==> src/rtl/aes_pkg.sv <==
// aes_pkg: shared AES-128 constants, round-constant table and key-stream state encoding.
package aes_pkg;

    localparam int NR       = 10;
    localparam int NB_BYTES = 16;
    localparam int AW       = 8;

    typedef logic [AW-1:0] addr_t;

    typedef enum logic [2:0] {IDLE, LOAD, EXPAND, READY, STREAM} ks_state_t;

    // Indexed by i/4 (1..10); unused slots keep the lookup total over a 4-bit index.
    localparam logic [7:0] RCON [16] = '{
        8'h00, 8'h01, 8'h02, 8'h04, 8'h08, 8'h10, 8'h20, 8'h40,
        8'h80, 8'h1b, 8'h36, 8'h00, 8'h00, 8'h00, 8'h00, 8'h00
    };

endpackage

==> src/rtl/aes_sbox.sv <==
// aes_sbox: forward AES S-box, purely combinational 8->8 lookup.
module aes_sbox (
    input  logic [7:0] a,
    output logic [7:0] y
);

    localparam logic [2047:0] SBOX = {
        128'h637c777bf26b6fc53001672bfed7ab76, 128'hca82c97dfa5947f0add4a2af9ca472c0,
        128'hb7fd9326363ff7cc34a5e5f171d83115, 128'h04c723c31896059a071280e2eb27b275,
        128'h09832c1a1b6e5aa0523bd6b329e32f84, 128'h53d100ed20fcb15b6acbbe394a4c58cf,
        128'hd0efaafb434d338545f9027f503c9fa8, 128'h51a3408f929d38f5bcb6da2110fff3d2,
        128'hcd0c13ec5f974417c4a77e3d645d1973, 128'h60814fdc222a908846eeb814de5e0bdb,
        128'he0323a0a4906245cc2d3ac629195e479, 128'he7c8376d8dd54ea96c56f4ea657aae08,
        128'hba78252e1ca6b4c6e8dd741f4bbd8b8a, 128'h703eb5664803f60e613557b986c11d9e,
        128'he1f8981169d98e949b1e87e9ce5528df, 128'h8ca1890dbfe6426841992d0fb054bb16
    };

    // Entry 0 sits in the top byte, so address the table from the other end.
    assign y = SBOX[{~a, 3'b000} +: 8];

endmodule

==> src/rtl/aes_key_stream.sv <==
// aes_key_stream: byte-serial AES-128 key expansion and round-key streamer for the decrypt datapath.
// Define AES_KEY_STREAM_FWD_ORDER_EN to stream rounds 0..NR (encrypt order) instead of NR..0.
module aes_key_stream
    import aes_pkg::*;
(
    input  logic       clock,
    input  logic       reset_n,
    input  logic [7:0] key_in,
    input  logic       key_in_valid,
    input  logic       key_req,
    output logic [7:0] key_out,
    output logic       key_valid,
    output logic [3:0] round_out,
    output logic       key_last,
    output logic       ready,
    output logic       busy
);

    logic [7:0] mem [(NR+1)*NB_BYTES];
    ks_state_t  state;
    addr_t      k, ra, rb, wa;
    logic [3:0] r, r_next, cnt;
    logic [7:0] sb, xb, wd;
    logic       rot, start, we;

`ifdef AES_KEY_STREAM_FWD_ORDER_EN
    localparam logic [3:0] R_FIRST = 4'd0;
    localparam logic [3:0] R_LAST  = 4'(NR);
    assign r_next = r == R_LAST ? R_FIRST : r + 4'd1;
`else
    localparam logic [3:0] R_FIRST = 4'(NR);
    localparam logic [3:0] R_LAST  = 4'd0;
    assign r_next = r == R_LAST ? R_FIRST : r - 4'd1;
`endif

    // Port B reads w[i-1]; on the first word of each group it is byte-rotated for RotWord.
    always_comb begin
        rot   = k[3:2] == 2'd0;
        ra    = state == EXPAND ? k - 8'd16 : {r, cnt};
        rb    = {k[7:2] - 6'd1, rot ? k[1:0] + 2'd1 : k[1:0]};
        xb    = mem[ra] ^ (rot ? sb ^ (k[1:0] == 2'd0 ? RCON[k[7:4]] : 8'h00) : mem[rb]);
        start = key_in_valid && (state == IDLE || state == READY);
        we    = start || (state == LOAD && key_in_valid) || state == EXPAND;
        wa    = start ? '0 : k;
        wd    = state == EXPAND ? xb : key_in;
    end

    aes_sbox u_sbox (
        .a (mem[rb]),
        .y (sb)
    );

    always_ff @(posedge clock) begin
        if (we) mem[wa] <= wd;
    end

    always_ff @(posedge clock or negedge reset_n) begin
        if (!reset_n) begin
            state     <= IDLE;
            k         <= '0;
            r         <= R_FIRST;
            cnt       <= '0;
            key_out   <= '0;
            key_valid <= 1'b0;
            round_out <= '0;
            key_last  <= 1'b0;
            ready     <= 1'b0;
            busy      <= 1'b0;
        end else begin
            case (state)
                IDLE, READY: begin
                    if (key_in_valid) begin
                        state <= LOAD;
                        k     <= 8'd1;
                        r     <= R_FIRST;
                        ready <= 1'b0;
                        busy  <= 1'b1;
                    end else if (state == READY && key_req) begin
                        state     <= STREAM;
                        key_out   <= mem[ra];
                        key_valid <= 1'b1;
                        round_out <= r;
                        cnt       <= 4'd1;
                        ready     <= 1'b0;
                    end
                end
                LOAD: begin
                    if (key_in_valid) begin
                        k <= k + 8'd1;
                        if (k == 8'd15) state <= EXPAND;
                    end
                end
                EXPAND: begin
                    k <= k + 8'd1;
                    if (k == 8'd175) begin
                        state <= READY;
                        ready <= 1'b1;
                        busy  <= 1'b0;
                    end
                end
                STREAM: begin
                    // cnt wraps to 0 once byte 15 has been issued.
                    if (cnt == 4'd0) begin
                        state     <= READY;
                        key_valid <= 1'b0;
                        key_last  <= 1'b0;
                        ready     <= 1'b1;
                        r         <= r_next;
                    end else begin
                        key_out  <= mem[ra];
                        cnt      <= cnt + 4'd1;
                        key_last <= cnt == 4'd15 && r == R_LAST;
                    end
                end
                default: state <= IDLE;
            endcase
        end
    end

endmodule

==> config.mk <==
export PLATFORM = sky130hd
export DESIGN_NAME = aes_key_stream
export DESIGN_NICKNAME = d
export VERILOG_FILES = /design/src/rtl/aes_pkg.sv /design/src/rtl/aes_sbox.sv /design/src/rtl/aes_key_stream.sv
export SDC_FILE = /design/constraint.sdc
export NUM_CORES = 2
export LEC_CHECK = 0
export CAP_MARGIN = 15
export CORE_UTILIZATION = 45
export DETAILED_ROUTE_END_ITERATION = 8
export GPL_TIMING_DRIVEN = 1
export HOLD_SLACK_MARGIN = 0.05
export SLEW_MARGIN = 20
export SYNTH_ARGS = -nofsm -noshare
export SYNTH_HDL_FRONTEND = slang
export SYNTH_SLANG_ARGS = --single-unit
==> constraint.sdc <==
create_clock -name clock -period 14.8 [get_ports clock]
set_input_delay 2.22 -clock clock [delete_from_list [all_inputs] [get_ports clock]]
set_output_delay 2.22 -clock clock [all_outputs]
set_load 0.01 [all_outputs]
Word-level counts from Yosys, hierarchy flattened
Memory sizes are Yosys's and may differ from the RTL's.
Index checks and enable logic that the tools add are counted.
- flip-flop bits (word level): 35
- latch bits: 0
- memory bits (writable): 1408
- ROM bits: 128
- input bits: 12
- output and inout port bits: 16
- logic and storage cells: 111
- memories kept: 2
- memory list (name ; words ; width ; read ports ; clocked after memory_dff ; write ports ; line ; source):
    mem ; 176 ; 8 ; 2 ; 0 ; 1 ; aes_key_stream.sv:19 ; logic [7:0] mem [(NR+1)*NB_BYTES];
    (name not given) ; 16 ; 8 ; 1 ; 0 ; 0 ; aes_key_stream.sv:41 ; xb = mem[ra] ^ (rot ? sb ^ (k[1:0] == 2'd0 ? RCON[k[7:4]] : 8'h00) : mem[rb]);
- add/sub/neg operators: 6
- multiply operators: 0
- div/mod/pow operators: 0
- magnitude comparators: 1
- equal/unequal tests: 16
- shift operators: 1
- muxes and demuxes: 45
- bitwise operators: 5
- reductions and logical operators: 25
- operators by type and width (operator ; count):
    indexed part select 2048 x 12 -> 8 bit (first input constant) ; 1
    two-way mux 8 bit ; 12
    two-way mux 4 bit ; 6
    case mux 8 bit (3 select lines) ; 1
    two-way mux 3 bit ; 6
    case mux 4 bit (2 select lines) ; 2
    case mux 8 bit (2 select lines) ; 1
    bitwise XOR 8 bit ; 2
    two-way mux 1 bit ; 12
    != test 2 bit (second input constant) ; 6
    case mux 3 bit (4 select lines) ; 1
    AND reduction 3 bit ; 4
    AND reduction 4 bit ; 3
    adder 8 x 1 -> 8 bit (second input constant) ; 1
    equality test 8 x 4 -> 1 bit (second input constant) ; 1
    equality test 8 bit (second input constant) ; 1
    logical NOT 4 bit ; 2
    NOT 8 bit ; 1
    subtractor 8 x 5 -> 8 bit (second input constant) ; 1
    equality test 3 x 2 -> 1 bit (second input constant) ; 2
    nonzero test 3 bit ; 2
    subtractor 6 x 1 -> 6 bit (second input constant) ; 1
    >= comparator 5 bit (second input constant) ; 1
    NOT 4 -> 5 bit ; 1
    19 further kinds ; 28

Depth between registers and ports, before layout
- depth after elaboration: 9
- mapped depth: 35
- gate-level depth less buffers: 21

Cells and area by module
Synthesis repeated with hierarchy kept, for this count alone.
- cell total of the unflattened synthesis: 5693
- area, all modules: 73160.2 um2
- modules (own cells, without submodules) (module ; times used ; cells each ; area each (um2) ; sequential area each (um2)):
    aes_key_stream ; 1 ; 5137 ; 69661.8 ; 43158.9
    aes_sbox ; 1 ; 556 ; 3498.4 ; 0.0

Worst setup path before layout
No wires, ideal clock.
- path kind: register to register
- start: register k[0]
- end: memory mem[0][1], data pin
- setup time: 1.156 ns
- data arrival time: 11.032 ns
- data required time: 13.644 ns
- slack: 2.612 ns
- cell stages (with the launch flop): 31
- path buffers: 11
- clock period less this slack: 12.188 ns
- cell sequence: dfrtp_1 buf_6 inv_2 clkbuf_1 clkbuf_1 buf_2 buf_2 ha_1 buf_4 buf_4 buf_4 buf_4 nor2_1 a21oi_1 o21ai_0 o21ai_1 a2111oi_0 nor4_1 nor4_4 clkbuf_1 ha_1 clkbuf_1 clkinv_1 nor2_1 a21oi_1 mux4_2 o21ai_1 nand2_1 a311o_1 xnor2_1 o22ai_1
- cells in the longest elaborated chain, start to end: 9
- elaborated cells on any way between the ends: 13
- classes of those cells: 2 x add/sub; 1 x shift; 5 x mux; 3 x bitwise; 1 x reduce/logical; 1 x memory
- RTL lines (element ; line ; source):
    from (decl) ; aes_key_stream.sv:21 ; addr_t k, ra, rb, wa;
    from (signal assigned) ; aes_key_stream.sv:89 ; k <= k + 8'd1;
    from (signal assigned) ; aes_key_stream.sv:94 ; k <= k + 8'd1;
    adder 2 x 1 -> 2 bit ; aes_key_stream.sv:40 ; rb = {k[7:2] - 6'd1, rot ? k[1:0] + 2'd1 : k[1:0]};
    two-way mux 2 bit ; aes_key_stream.sv:40 ;
    memory (176 x 8 bit) ; - ;
    NOT 8 bit ; aes_sbox.sv:19 ; assign y = SBOX[{~a, 3'b000} +: 8];
    indexed part select 2048 x 12 -> 8 bit ; aes_sbox.sv:19 ;
    bitwise XOR 8 bit ; aes_key_stream.sv:41 ;
    two-way mux 8 bit ; aes_key_stream.sv:41 ;
    bitwise XOR 8 bit * ; aes_key_stream.sv:41 ;
    two-way mux 8 bit * ; aes_key_stream.sv:45 ; wd = state == EXPAND ? xb : key_in;
    named net wd[1] ; aes_key_stream.sv:23 ; logic [7:0] sb, xb, wd;
    to (decl) ; aes_key_stream.sv:19 ;
The timed path passes the listed nets; every way through them passes the cells marked *.

Worst setup path after layout
- start: register k[1]
- end: memory mem[63][4], data pin
The elaborated chain is that of the path after synthesis.

==> qor.json <==
{
  "run_status": {
    "run_status": "completed"
  },
  "setup_path": {
    "critical_path_depth": 25,
    "worst_setup_startpoint": "k[1]$_DFFE_PN0P_",
    "critical_path_required_ns": 15.31,
    "cpPeakStageDelay_ns": 0.89,
    "cp_top_family": "buffers and inverters",
    "worst_path_max_delay_cell": "sky130_fd_sc_hd__o21ai_4",
    "r2r-start": "k[1]$_DFFE_PN0P_",
    "critical_path_buf_inv_count": 8,
    "cp-end-kind": "register",
    "worst_ep_arrival_time_ns": 11.75,
    "count_of_cells_along_the_worst_register_to_register_path": 25,
    "worst_setup_path_start_kind": "register",
    "critical-path-top-cell-by-count": "sky130_fd_sc_hd__buf_4",
    "timing_worst_setup_path_type": "register to register",
    "critical_path_peak_fanout": 91
  },
  "worst_hold_path": {
    "hold_depth": 2,
    "worst_hold_path_type": "register to register",
    "hp-start": "round_out[2]$_DFFE_PN0P_"
  },
  "place": {
    "gp_routability_congestion": 1.03,
    "place.detailed.hpwl_mm": 207,
    "post-place-ws_ns": 3.97,
    "port_buffers": 27
  },
  "clocking": {
    "cts_made_buffers": 162,
    "clk_pin_slew_ns": 0.06,
    "clock-sinks": 1443,
    "ctsHoldBuffers": 0,
    "tritoncts": "built",
    "clock_tree.root_cell": "sky130_fd_sc_hd__clkbuf_16",
    "later_pin_clock_latency_in_the_skew_report_ns": 0.85,
    "post-cts-setup-buffer-count": 0,
    "clock_path_buffers": 3,
    "post_cts_sizing_count": 0,
    "htree_levels": 4
  },
  "synth": {
    "postSynthAreaPerCell_sq_um": 13.7,
    "portion_of_netlist_area_occupied_by_mux_cells_pct": 23.4,
    "synth-async-reset-ratio_pct": 2.43,
    "synth_cells": 5871,
    "number_of_flops_mapped_to_enable_cells_by_yosys": 1408,
    "synth_common_cells": "sky130_fd_sc_hd__edfxtp_1, sky130_fd_sc_hd__nand2_1, sky130_fd_sc_hd__mux4_2",
    "yosysUniqueCellTypes": 102,
    "yosys.area.top_type_share_pct": 52.4,
    "synth_simple_gate_area_share_pct": 8.72,
    "netlist.top_cell.by_area": "sky130_fd_sc_hd__edfxtp_1",
    "dominant_combinational_cell_family_by_area_after_synthesis": "multiplexers",
    "netlist_area_sq_mm": 0.0806,
    "fraction_of_the_yosys_area_taken_by_sequential_cells_pct": 53.5,
    "postSynthNetCount": 5911,
    "post-synth-top-count-cell": "sky130_fd_sc_hd__edfxtp_1",
    "yosys_register_bits": 1443,
    "area_fraction_in_compound_gates_after_synthesis_pct": 9.80,
    "synth-adder-area-share_pct": 0.435,
    "post_synth_main_area_contributors": "sky130_fd_sc_hd__edfxtp_1, sky130_fd_sc_hd__mux4_2, sky130_fd_sc_hd__mux2i_1, sky130_fd_sc_hd__nand2_1, sky130_fd_sc_hd__nor2_1",
    "post_synthesis_share_of_cell_area_spent_on_xor_and_xnor_gates_pct": 0.399,
    "yosys_warnings": 0,
    "synth_flop_cell": "sky130_fd_sc_hd__edfxtp_1"
  },
  "floorplan": {
    "start_util_pct": 45.5,
    "core_area_sq_mm": 0.177,
    "chipHeight_um": 425,
    "fp.dieArea_sq_mm": 0.181,
    "die_w_um": 425,
    "placementRows": 154,
    "pin_count": 28
  },
  "timing": {
    "tightestPinTransition_ns": 1.33,
    "peak_clock_frequency_supported_by_timing_mhz": 89.0,
    "timing.final.max_slew_violations": 0,
    "fin_worst_hold_slack_ns": 0.491,
    "final_hold_viol_count": 0,
    "slew_headroom_pct": 11.1,
    "layout_min_cycle_time_ns": 11.24,
    "setup_tns_ns": 0,
    "setup_viol": 0,
    "rsz_0062_raised_after_global_routing": "no",
    "fin_skew_ns": 0.0541,
    "post-route-period-util_pct": 76.0,
    "final.setup.worst_slack_ns": 3.56
  },
  "drt": {
    "route.detailed.vias_per_inst": 7.20,
    "vias": 59400,
    "route.detailed.wl_per_inst_um": 38.2,
    "drt-total-wl_mm": 315,
    "drt_drc_violations_left": 0,
    "first_pass_iteration_count_of_the_detailed_router": 6,
    "antenna_violating_nets_post_route": 0,
    "drt_iter0_markers": 9975
  },
  "grt": {
    "antenna_violations_before_repair": 16,
    "grt_max_degree": 177,
    "gr-total-overflow": 0,
    "grtUsageTotal_pct": 34.4,
    "global_route_wire_length_before_repair_mm": 438,
    "first_global_vias": 56000
  },
  "final_layout": {
    "fraction_of_final_layout_cells_with_drive_strength_greater_than_1_pct": 20.9,
    "final_util_pct": 50.2,
    "areaGrowthSynthToFinish_pct": 10.3,
    "num-nets-final": 5810
  },
  "flow_run": {
    "max_cap_viol_count": 0
  }
}
[worst paths after layout]
kind                       slack [ns]                        to
min in group asynchronous        1.56          k[0]$_DFFE_PN0P_
max                              3.56      mem[63][4]$_DFFE_PP_
max reg2reg                      3.56      mem[63][4]$_DFFE_PP_
min                              0.49  round_out[2]$_DFFE_PN0P_
min reg2reg                      0.49  round_out[2]$_DFFE_PN0P_
max in group asynchronous       12.54          k[1]$_DFFE_PN0P_
[worst register-to-register path, stage by stage, from the launching register on]
cell and delay (ns):
sky130_fd_sc_hd__dfrtp_4 0.78, sky130_fd_sc_hd__inv_1 0.29, sky130_fd_sc_hd__ha_4 0.86, sky130_fd_sc_hd__buf_12 0.58
sky130_fd_sc_hd__nand3b_1 0.66, sky130_fd_sc_hd__buf_4 0.42, sky130_fd_sc_hd__o22ai_1 0.19, sky130_fd_sc_hd__nor3_1 0.08
sky130_fd_sc_hd__or3_1 0.38, sky130_fd_sc_hd__a2111oi_1 0.82, sky130_fd_sc_hd__nor4_2 0.30, sky130_fd_sc_hd__nor4_4 0.40
sky130_fd_sc_hd__buf_4 0.40, sky130_fd_sc_hd__inv_1 0.12, sky130_fd_sc_hd__buf_4 0.27, sky130_fd_sc_hd__ha_1 0.54
sky130_fd_sc_hd__inv_1 0.57, sky130_fd_sc_hd__nor3_1 0.13, sky130_fd_sc_hd__a2111oi_0 0.31, sky130_fd_sc_hd__nor4_1 0.17
sky130_fd_sc_hd__a211oi_1 0.43, sky130_fd_sc_hd__a2bb2oi_1 0.20, sky130_fd_sc_hd__nand3_1 0.13, sky130_fd_sc_hd__xnor2_1 0.18
sky130_fd_sc_hd__o21ai_4 0.90, sky130_fd_sc_hd__buf_4 0.70
[metal layers]
| metal | track usage, % | wire [um] |
|---|---|---|
| met5 | 0 | 89 |
| met4 | 16.5 | 18000 |
| met3 | 11.0 | 45300 |
| met2 | 49.0 | 133000 |
| met1 | 47.6 | 119000 |
[cells in the final DEF (no fill, tap or decap), types with 26 or more instances in the layout]
| cell | count |
|---|---|
| sky130_fd_sc_hd__edfxtp_1 | 1408 |
| sky130_fd_sc_hd__o21ai_0 | 153 |
| sky130_fd_sc_hd__a22oi_1 | 53 |
| sky130_fd_sc_hd__nand4_1 | 27 |
| sky130_fd_sc_hd__nand3_1 | 171 |
| sky130_fd_sc_hd__nand2_1 | 608 |
| sky130_fd_sc_hd__o22ai_1 | 98 |
| sky130_fd_sc_hd__clkinv_1 | 35 |
| sky130_fd_sc_hd__nor3b_1 | 26 |
| sky130_fd_sc_hd__nor2b_1 | 71 |
| sky130_fd_sc_hd__a211oi_1 | 119 |
| sky130_fd_sc_hd__mux4_2 | 568 |
| sky130_fd_sc_hd__mux2i_1 | 517 |
| sky130_fd_sc_hd__and3_1 | 41 |
| sky130_fd_sc_hd__a311oi_1 | 80 |
| sky130_fd_sc_hd__clkdlybuf4s50_1 | 26 |
| sky130_fd_sc_hd__and3b_1 | 30 |
| sky130_fd_sc_hd__clkbuf_16 | 164 |
| sky130_fd_sc_hd__buf_4 | 212 |
| sky130_fd_sc_hd__dfrtp_1 | 30 |
| sky130_fd_sc_hd__ha_1 | 26 |
| sky130_fd_sc_hd__o211ai_1 | 41 |
| sky130_fd_sc_hd__and2_1 | 26 |
| sky130_fd_sc_hd__nor3_1 | 59 |
| sky130_fd_sc_hd__a31oi_1 | 57 |
| sky130_fd_sc_hd__mux2_2 | 74 |
| sky130_fd_sc_hd__nor2_1 | 315 |
| sky130_fd_sc_hd__a221oi_1 | 65 |
| sky130_fd_sc_hd__clkbuf_1 | 29 |
| sky130_fd_sc_hd__a21oi_1 | 204 |
[per-stage QoR]
stage / cell area, sq um / instances
finish: 88900 / 8251
global route: 88900 / 8244
detailed placement: 83300 / 7946
floorplan: 80600 / 5871
global placement: 83300 / 7945
CTS: 88800 / 8243
[kinds of logic after synthesis]
logic type | count (synthesis)
mux | 1164
simple gates | 1518
buf+inv | 556
compound gates | 1127
fa+ha+maj | 28
xor+xnor | 35
flops | 1443
[state kept, by name, indices dropped and copies added, names as in the netlist]
signal / count
mem: 1408
k: 8
key_out: 8
cnt: 4
r: 4
round_out: 4
state: 3
busy: 1
key_last: 1
key_valid: 1
ready: 1
[layout make-up]
type | instances | area, sq um
Antenna cell | 8 | 20.0
Multi-Input combinational cell | 3872 | 34900
Tap cell | 2340 | 2930
Fill cell | 14900 | 88200
Sequential cell | 1443 | 43200
Clock buffer | 196 | 4250
Inverter | 31 | 124
Clock inverter | 101 | 1250
Timing Repair Buffer | 260 | 2270
Power is left out: the tool's default activity adds up to more than one toggle a clock period on the data nets, which glitch-free logic cannot reach.
